**config.mk**
```make
export PLATFORM = sky130hd
export DESIGN_NAME = conv_feeder
export DESIGN_NICKNAME = d
export VERILOG_FILES = /design/src/rtl/conv_pkg.sv /design/src/rtl/conv_feeder_stream_src.sv /design/src/rtl/conv_feeder.sv
export SDC_FILE = /design/constraint.sdc
export NUM_CORES = 2
export LEC_CHECK = 0
export BUFFER_PORTS_ARGS = -buffer_cell sky130_fd_sc_hd__buf_2
export CAP_MARGIN = 20
export CORE_MARGIN = 5
export CORE_UTILIZATION = 49
export DETAILED_ROUTE_END_ITERATION = 10
export PLACE_DENSITY = 0.65
export SLEW_MARGIN = 5
export SYNTH_ARGS = -nofsm -noshare
export SYNTH_HDL_FRONTEND = slang
export SYNTH_SLANG_ARGS = --single-unit
```
**constraint.sdc**
```tcl
create_clock -name clk -period 5.3 [get_ports clk]
set_input_delay 1.325 -clock clk [delete_from_list [all_inputs] [get_ports clk]]
set_output_delay 1.325 -clock clk [all_outputs]
set_load 0.05 [all_outputs]
```
**src/rtl/conv_pkg.sv**
```systemverilog
// Shared sizes and FSM state type for the convolution stream feeder.
package conv_pkg;

    localparam int DATA_WIDTH_X = 8;
    localparam int DATA_WIDTH_F = 8;
    localparam int X_SIZE       = 128;
    localparam int F_SIZE       = 32;
    localparam int ACC_SIZE     = 21;
    localparam int Y_COUNT      = X_SIZE - F_SIZE + 1;
    localparam int SUM_SIZE     = ACC_SIZE + $clog2(Y_COUNT);

    typedef enum logic [1:0] {
        ST_IDLE   = 2'd0,
        ST_STREAM = 2'd1,
        ST_DRAIN  = 2'd2,
        ST_DONE   = 2'd3
    } feeder_state_t;

    // Larger of two widths, used to size the shared load data bus.
    function automatic int max_int(input int a, input int b);
        return (a > b) ? a : b;
    endfunction

endpackage

```
**src/rtl/conv_feeder_stream_src.sv**
```systemverilog
// One stream source: preloaded buffer, read index, fin flag and
// registered valid/data. Instantiated once for F and once for X.
module stream_src #(
    parameter  int DEPTH = 32,
    parameter  int WIDTH = 8,
    localparam int AW    = $clog2(DEPTH)
) (
    input  logic             clk,
    input  logic             reset,
    input  logic             wr_en,
    input  logic [AW-1:0]    wr_addr,
    input  logic [WIDTH-1:0] wr_data,
    input  logic             launch,
    input  logic             ready,
    output logic             valid,
    output logic [WIDTH-1:0] data,
    output logic             fin,
    output logic             last_beat
);

    localparam logic [AW-1:0] LAST_IDX = AW'(DEPTH - 1);
    localparam logic [AW-1:0] IDX_ONE  = AW'(1);

    logic [WIDTH-1:0] mem_r [DEPTH];
    logic [AW-1:0]    idx_r;
    logic [AW-1:0]    idx_next_s;
    logic             beat_s;

    assign beat_s     = valid && ready;
    assign idx_next_s = idx_r + IDX_ONE;
    assign last_beat  = beat_s && (idx_r == LAST_IDX);

    // Buffer writes; plain storage that survives reset so reruns repeat stimulus.
    always_ff @(posedge clk) begin
        if (wr_en) begin
            mem_r[wr_addr] <= wr_data;
        end
    end

    // Index walk with registered valid/data; valid is held until the beat is taken.
    always_ff @(posedge clk or negedge reset) begin
        if (!reset) begin
            idx_r <= '0;
            fin   <= 1'b0;
            valid <= 1'b0;
            data  <= '0;
        end else if (launch) begin
            idx_r <= '0;
            fin   <= 1'b0;
            valid <= 1'b1;
            data  <= mem_r[{AW{1'b0}}];
        end else if (beat_s) begin
            if (idx_r == LAST_IDX) begin
                fin   <= 1'b1;
                valid <= 1'b0;
                data  <= '0;
            end else begin
                idx_r <= idx_next_s;
                data  <= mem_r[idx_next_s];
            end
        end
    end

endmodule

```
**src/rtl/conv_feeder.sv**
```systemverilog
// Stream master around the 128x32 convolution engine: feeds F and X from
// preloaded buffers and collects the Y results into a count and checksum.
module conv_feeder #(
    parameter  int DATA_WIDTH_X = conv_pkg::DATA_WIDTH_X,
    parameter  int DATA_WIDTH_F = conv_pkg::DATA_WIDTH_F,
    parameter  int X_SIZE       = conv_pkg::X_SIZE,
    parameter  int F_SIZE       = conv_pkg::F_SIZE,
    parameter  int ACC_SIZE     = conv_pkg::ACC_SIZE,
    parameter  int Y_COUNT      = X_SIZE - F_SIZE + 1,
    parameter  int SUM_SIZE     = ACC_SIZE + $clog2(Y_COUNT),
    localparam int LD_W         = conv_pkg::max_int(DATA_WIDTH_X, DATA_WIDTH_F),
    localparam int XA           = $clog2(X_SIZE),
    localparam int FA           = $clog2(F_SIZE),
    localparam int YCW          = $clog2(Y_COUNT + 1)
) (
    input  logic                    clk,
    input  logic                    reset,
    input  logic                    ld_valid,
    input  logic                    ld_sel,
    input  logic [XA-1:0]           ld_addr,
    input  logic [LD_W-1:0]         ld_data,
    input  logic                    start,
    output logic                    busy,
    output logic                    done,
    output logic                    m_valid_f,
    output logic [DATA_WIDTH_F-1:0] m_data_f,
    input  logic                    m_ready_f,
    output logic                    m_valid_x,
    output logic [DATA_WIDTH_X-1:0] m_data_x,
    input  logic                    m_ready_x,
    input  logic                    s_valid_y,
    input  logic [ACC_SIZE-1:0]     s_data_y,
    output logic                    s_ready_y,
    output logic [YCW-1:0]          y_count,
    output logic [SUM_SIZE-1:0]     y_sum
);

    import conv_pkg::*;

    localparam logic [YCW-1:0] Y_LAST = YCW'(Y_COUNT - 1);
    localparam logic [YCW-1:0] Y_FULL = YCW'(Y_COUNT);
    localparam logic [YCW-1:0] Y_ONE  = YCW'(1);

    feeder_state_t       state_r;
    logic                launch_s;
    logic                f_wr_s;
    logic                x_wr_s;
    logic                f_fin_s;
    logic                x_fin_s;
    logic                f_last_s;
    logic                x_last_s;
    logic                fins_next_s;
    logic                y_beat_s;
    logic                y_last_s;
    logic                y_done_next_s;
    logic [SUM_SIZE-1:0] y_ext_s;

    // Loads and run requests only count while idle.
    assign launch_s = start && (state_r == ST_IDLE);
    assign f_wr_s   = ld_valid && (state_r == ST_IDLE) && !ld_sel;
    assign x_wr_s   = ld_valid && (state_r == ST_IDLE) && ld_sel;

    // Both streams are finished now or finish on this edge.
    assign fins_next_s   = (f_fin_s || f_last_s) && (x_fin_s || x_last_s);
    assign y_beat_s      = s_valid_y && s_ready_y;
    assign y_last_s      = y_beat_s && (y_count == Y_LAST);
    assign y_done_next_s = y_last_s || (y_count == Y_FULL);
    assign y_ext_s       = {{(SUM_SIZE - ACC_SIZE){s_data_y[ACC_SIZE-1]}}, s_data_y};

    stream_src #(.DEPTH(F_SIZE), .WIDTH(DATA_WIDTH_F)) u_src_f (
        .clk       (clk),
        .reset     (reset),
        .wr_en     (f_wr_s),
        .wr_addr   (ld_addr[FA-1:0]),
        .wr_data   (ld_data[DATA_WIDTH_F-1:0]),
        .launch    (launch_s),
        .ready     (m_ready_f),
        .valid     (m_valid_f),
        .data      (m_data_f),
        .fin       (f_fin_s),
        .last_beat (f_last_s)
    );

    stream_src #(.DEPTH(X_SIZE), .WIDTH(DATA_WIDTH_X)) u_src_x (
        .clk       (clk),
        .reset     (reset),
        .wr_en     (x_wr_s),
        .wr_addr   (ld_addr),
        .wr_data   (ld_data[DATA_WIDTH_X-1:0]),
        .launch    (launch_s),
        .ready     (m_ready_x),
        .valid     (m_valid_x),
        .data      (m_data_x),
        .fin       (x_fin_s),
        .last_beat (x_last_s)
    );

    // Run control FSM with Y collection; all outputs registered.
    always_ff @(posedge clk or negedge reset) begin
        if (!reset) begin
            state_r   <= ST_IDLE;
            busy      <= 1'b0;
            done      <= 1'b0;
            s_ready_y <= 1'b0;
            y_count   <= '0;
            y_sum     <= '0;
        end else begin
            done <= 1'b0;
            case (state_r)
                ST_IDLE: begin
                    if (start) begin
                        state_r   <= ST_STREAM;
                        busy      <= 1'b1;
                        s_ready_y <= 1'b1;
                        y_count   <= '0;
                        y_sum     <= '0;
                    end
                end
                ST_STREAM, ST_DRAIN: begin
                    if (y_beat_s) begin
                        y_count <= y_count + Y_ONE;
                        y_sum   <= y_sum + y_ext_s;
                        if (y_last_s) begin
                            s_ready_y <= 1'b0;
                        end
                    end
                    // Y may finish first; completion waits for both streams.
                    if (fins_next_s && y_done_next_s) begin
                        state_r <= ST_DONE;
                        done    <= 1'b1;
                    end else if ((state_r == ST_STREAM) && fins_next_s) begin
                        state_r <= ST_DRAIN;
                    end
                end
                ST_DONE: begin
                    busy    <= 1'b0;
                    state_r <= ST_IDLE;
                end
                default: begin
                    state_r   <= ST_IDLE;
                    busy      <= 1'b0;
                    s_ready_y <= 1'b0;
                end
            endcase
        end
    end

endmodule

```
# ---- After elaboration in Yosys (flattened, before gate mapping)
# Memory sizes are Yosys's and may differ from the RTL's.
# Cells that the tools add are included.
dict set report word_totals {
  reg_bits 72
  ramBits 1280
  in_bits 44
  output_inout_bits 56
  word_cells 111
  n_memories 2
}
# name words width rd rd_ports_with_merged_regs write_ports line_no
set memory_table {}
lappend memory_table {u_src_x.mem_r 128 8 2 0 1 conv_feeder_stream_src.sv:24} ;# logic [WIDTH-1:0] mem_r [DEPTH];
lappend memory_table {u_src_f.mem_r 32 8 2 0 1 conv_feeder_stream_src.sv:24}
dict set report classes {
  add_sub_neg 4
  n_eq_ne 13
  mux 45
  reduce_logical 33
}
# op count
set ops {}
lappend ops {{$mux 28} 2}
lappend ops {{$pmux 28 s2} 1}
lappend ops {{$mux 8} 6}
lappend ops {{$mux 7} 5}
lappend ops {{$add 28x28->28} 1}
lappend ops {{$eq 7x7->1 const B} 3}
lappend ops {{$mux 1} 21}
lappend ops {{$mux 5} 3}
lappend ops {{$add 7x1->7 const B} 2}
lappend ops {{$pmux 7 s2} 1}
lappend ops {{$logic_and 1x1->1} 13}
lappend ops {{$reduce_and 2->1} 6}
lappend ops {{$reduce_bool 2->1} 6}
lappend ops {{$ne 2x2->1 const B} 5}
lappend ops {{$mux 2} 3}
lappend ops {{$pmux 2 s3} 1}
lappend ops {{$add 5x1->5 const B} 1}
lappend ops {{$eq 5x5->1 const B} 1}
lappend ops {{$eq 2x2->1 const B} 2}
lappend ops {{$pmux 1 s2} 2}
lappend ops {{$reduce_and 4->1} 1}
lappend ops {{$logic_or 1x1->1} 3}
lappend ops {{$ne 3x3->1 const B} 1}
lappend ops {{$reduce_and 3->1} 1}
lappend ops {{other kinds (4)} 4}

# ---- Logic depth before layout (Yosys ltp)
dict set report depth {
  depth_word 8
  ltp_mapped 12
  ltp_nobuf 11
}

# ---- Cells and area by module
# From an unflattened synthesis, not the netlist that was laid out.
dict set report unflattened {
  cells_unflattened 3048
  hier_area_um2 54954.0
}
# module n_inst cells_each area_each_um2 seq_area_each_um2
set by_module_without_submodules {}
lappend by_module_without_submodules {{stream_src at u_src_x} 1 2088 40949.3 31174.9}
lappend by_module_without_submodules {{stream_src at u_src_f} 1 576 10717.8 8062.7}
lappend by_module_without_submodules {conv_feeder 1 384 3286.9 1001.0}

# ---- Least setup slack after synthesis
# No wires, ideal clock.
dict set report synth_timing {
  path_type {input port to flip-flop}
  start {input s_data_y[0]}
  end {register y_sum[26]}
  setup_ps 133
  arrival_time_ps 3525
  required_ps 5167
  path_slack_ps 1642
  path_stages 11
  path_buffers 0
  cell_sequence {ha_1 -> fa_1 -> a211oi_1 -> nor2_1 -> o311ai_0 -> a31oi_1 -> o21ai_0 -> a311o_1 -> nor3_1 -> a311oi_1 -> o21ai_0}
}
dict set report synth_via {
  elab_chain_cells 3
}
# element line_no
set synth_rtl {}
lappend synth_rtl {{from (decl)} conv_feeder.sv:32} ;# input logic [ACC_SIZE-1:0] s_data_y,
lappend synth_rtl {{$add 28x28->28} conv_feeder.sv:122} ;# y_sum <= y_sum + y_ext_s;
lappend synth_rtl {{$mux 28} conv_feeder.sv:120} ;# if (y_beat_s) begin
lappend synth_rtl {{$pmux 28 s2} conv_feeder.sv:109} ;# case (state_r)
lappend synth_rtl {{to (signal assigned)} conv_feeder.sv:122}
lappend synth_rtl {{to (decl)} conv_feeder.sv:35} ;# output logic [SUM_SIZE-1:0] y_sum
# No other way between the ends. The select of a mux whose other input is x is not followed.
# A chain may end at the register's enable or synchronous reset.

# ---- Final worst setup path
dict set report layout_timing {
  start {register u_src_x.idx_r[0]}
  end {register u_src_x.data[3]}
}
dict set report layout_via {
  elab_chain_cells 5
  word_cells_on_any_way 6
  classes_between {add/sub (1); eq/ne (1); mux (3); memory (1)}
}
# element line_no
set layout_rtl {}
lappend layout_rtl {{from (decl)} conv_feeder_stream_src.sv:25} ;# logic [AW-1:0] idx_r;
lappend layout_rtl {{from (signal assigned)} conv_feeder_stream_src.sv:58} ;# idx_r <= idx_next_s;
lappend layout_rtl {{$add 7x1->7} conv_feeder_stream_src.sv:30} ;# assign idx_next_s = idx_r + IDX_ONE;
lappend layout_rtl {{$mem_v2 128x8} n/a}
lappend layout_rtl {{$mux 8 (*)} conv_feeder_stream_src.sv:53} ;# if (idx_r == LAST_IDX) begin
lappend layout_rtl {{$mux 8 (*)} conv_feeder_stream_src.sv:52} ;# end else if (beat_s) begin
lappend layout_rtl {{$mux 8 (*)} conv_feeder_stream_src.sv:47} ;# end else if (launch) begin
lappend layout_rtl {{to (signal assigned)} conv_feeder_stream_src.sv:51} ;# data <= mem_r[{AW{1'b0}}];
lappend layout_rtl {{to (signal assigned)} conv_feeder_stream_src.sv:59} ;# data <= mem_r[idx_next_s];
lappend layout_rtl {{to (decl)} conv_feeder_stream_src.sv:16} ;# output logic [WIDTH-1:0] data,
# Every way passes the cells marked *; elsewhere a longest branch is shown, timed or not. The select of a mux whose other input is x is not followed.

==> results.yml <==
die:
  rows: 121
  initial_utilization_pct: 49.4
  core_area_um2: 109000
  dieArea_um2: 117000
  num_io_pins: 100
  die_y_um: 342
  die_w_um: 342
logic_synthesis:
  yosysUniqueCellTypes: 53
  avgSynthCellArea_um2: 20.9
  synth_seq_cells: 1352
  synth_fa_ha_area_share_pct: 0.873
  syn_area_um2: 53900
  async_reset_ff_share_pct: 5.33
  synth_largest_area_cell: "edfxtp_1"
  synthMuxAreaShare_pct: 17.7
  syn_inst: 2577
  synthXorXnorAreaFrac_pct: 0.599
  yosys_warnings: 0
  syn-num-nets: 2658
  synthSimpleGateAreaFrac_pct: 3.09
  synth-main-ff-cell: "edfxtp_1"
  synth.most_common_cell: "edfxtp_1"
  synth_area_leaders: "edfxtp_1, mux4_2, dfrtp_1"
  synthTopCellsByCount: "edfxtp_1, mux4_2, nor2_1, nand2_1, clkbuf_1"
  synth_top_family_by_area: "multiplexers"
  synth-edff-count: 1280
  yosysTopAreaCellShare_pct: 71.3
  synth_compound_gate_area_share_pct: 1.97
  synth-seq-area-share_pct: 74.7
grt:
  grt_max_degree: 106
  grt_pass1_wl_um: 182000
  grtUsageTotal_pct: 21.3
  grt_overflow: 0
  grt_pass1_vias: 26800
  antenna_found_initial: 0
timing:
  hold_slack_ps: 493
  period_minus_slack_ps: 4380
  relSlewSlack_pct: 22.2
  tightest_slew_ps: 1170
  maxSlewViolCount: 0
  setup_viol_count_final: 0
  skew_ps: 19.4
  hold_viol_final: 0
  rsz0062_at_grt: "false"
  max_freq_mhz: 228
  fin_tns_setup_ps: 0
  post-route-period-util_pct: 82.6
setup_path:
  start_kind: "flip-flop"
  path_class: "flip-flop to flip-flop"
  crit_required_ps: 5870
  cp_data_arrival_time_ps: 4950
  critPathCaptureType: "flip-flop"
  cp_max_fo: 31
cts:
  postCtsHoldBufs: 0
  clk_pin_slew_worst_paths_ps: 60
  cts_setup_buffers: 0
  htreeDepth: 4
  cts_made_buffers: 136
  clockRootBuffer: "clkbuf_16"
  cts_tree: "yes"
  cts_resized: 0
  clk_latency_ps: 720
  clockBufferDepth: 3
  clock_sinks: 1352
power:
  power_leakage_uw: 0.0191
  total_power_uw: 21500
  seq_power_share_pct: 54.4
  ir_drop_v: 0.000319
  p_comb_share_pct: 1.6
  swShare_pct: 19.6
  power.clock.fraction_pct: 44.0
  p_per_area_nw_per_um2: 354
  internal-power_uw: 17300
  p_sw_uw: 4210
run:
  drv_cap: 0
finish:
  area_delta_synth_final_pct: 12.7
  drive_gt1_share_pct: 26.8
  fin_nets: 2831
  fin_area_um2: 60700
  n_antenna_cell: 0
  utilization_pct: 55.7
hold_path:
  hold_class: "input port to async pin"
drt:
  routed_wirelength_um: 124000
  drt_iter0_drc: 2663
  dr.pass1.iters: 7
  drc_errors: 0
  avgViaCountPerCell: 6.16
  vias: 26300
  ant_nets: 0
  routedWlPerCell_um: 28.9
place:
  dp.final_hpwl_um: 77000
  place_congestion: 0.848
  port_buffers: 99
  dpl_cell_area_um2: 56300
status:
  outcome: "complete, no violations"
placed cells by master, fill, tap and decap left out, drive strengths merged, types with 8 or more instances in the layout:
cell type  instances
edfxtp          1280
mux4             400
nor2             206
clkbuf           178
buf              160
nand2            101
dfrtp             72
clkinv            47
o21ai             46
mux2i             44
ha                36
a21oi             35
nand3             26
xnor2             19
a21o              18
xor2              17
a31oi             16
inv               16
nor3              14
bufinv            12
o22ai             10
o211ai             9
nor2b              8
a22oi              8
mux2               8
metrics by stage:
stage	setup WS [ps]	std cells
final	920	4272
after detailed placement	963	4024
after floorplan	1640	2577
after CTS	944	4270
after global placement	893	4024
after global routing	655	4272
routing by layer:
metal | global-route usage, % | part of all wire (%) | wire length [um]
met1 | 30.0 | 41 | 50400
met2 | 33.4 | 48 | 59200
met3 | 5.44 | 8.7 | 10700
met4 | 6.20 | 2.6 | 3180
met5 | 0 | 0 | 0
worst max-delay path, stage by stage, from the launching register on:
cell     delay, ps
dfrtp_4        700
buf_4          590
nand3_1        350
xor2_4         850
mux4_2         440
mux2i_1        410
mux2i_1        310
nand2_1        170
a21oi_1         70
a31oi_1        190
a21oi_1         90
kinds of logic after synthesis:
group	Yosys count
buffers and inverters	136
AOI/OAI and AO/OA	170
adders and majority gates	37
xor gates and xnor gates	36
DFF	1352
and+or+nand+nor	394
muxes	452
flip-flops by register name, summed over array words and instances (netlist names), 2 cells and up:
name	count
state_r	2
u_src_f.data	8
u_src_f.idx_r	5
u_src_f.mem_r	256
u_src_x.data	8
u_src_x.idx_r	7
u_src_x.mem_r	1024
y_count	7
y_sum	28
power groups by stage:
stage | Combinational (uW) | Clock, uW | Sequential [uW]
finish | 348 | 9470 | 11700
global route | 379 | 10100 | 11700
CTS | 349 | 9630 | 11700
detailed placement | 350 | 0 | 11900
global placement | 332 | 0 | 11900
floorplan | 83.9 | 0 | 11900
worst paths after layout:
| check | cells past startpoint | to | slack, ps | from |
|---|---|---|---|---|
| worst max-delay path | 10 | u_src_x.data[3] | 920 | u_src_x.idx_r[0] |
| max in group asynchronous | 2 | u_src_f.idx_r[0] | 4190 | reset |
| worst min-delay path | 1 | u_src_x.idx_r[2] | 490 | reset |
| worst min register to register | 2 | y_sum[6] | 500 | y_sum[6] |
| worst max register to register | 10 | u_src_x.data[3] | 920 | u_src_x.idx_r[0] |
| min in group clk | 2 | y_sum[6] | 500 | y_sum[6] |
area by class of cell:
class / instances / area [um2]
multi-input combinational: 1089 / 13100
fill: 7983 / 48300
clock inverter: 68 / 698
inverter: 11 / 41.3
tap: 1414 / 1770
timing repair buffer: 160 / 1120
sequential: 1352 / 40200
clock buffer: 178 / 3710
(Power assumes the default switching activity.)
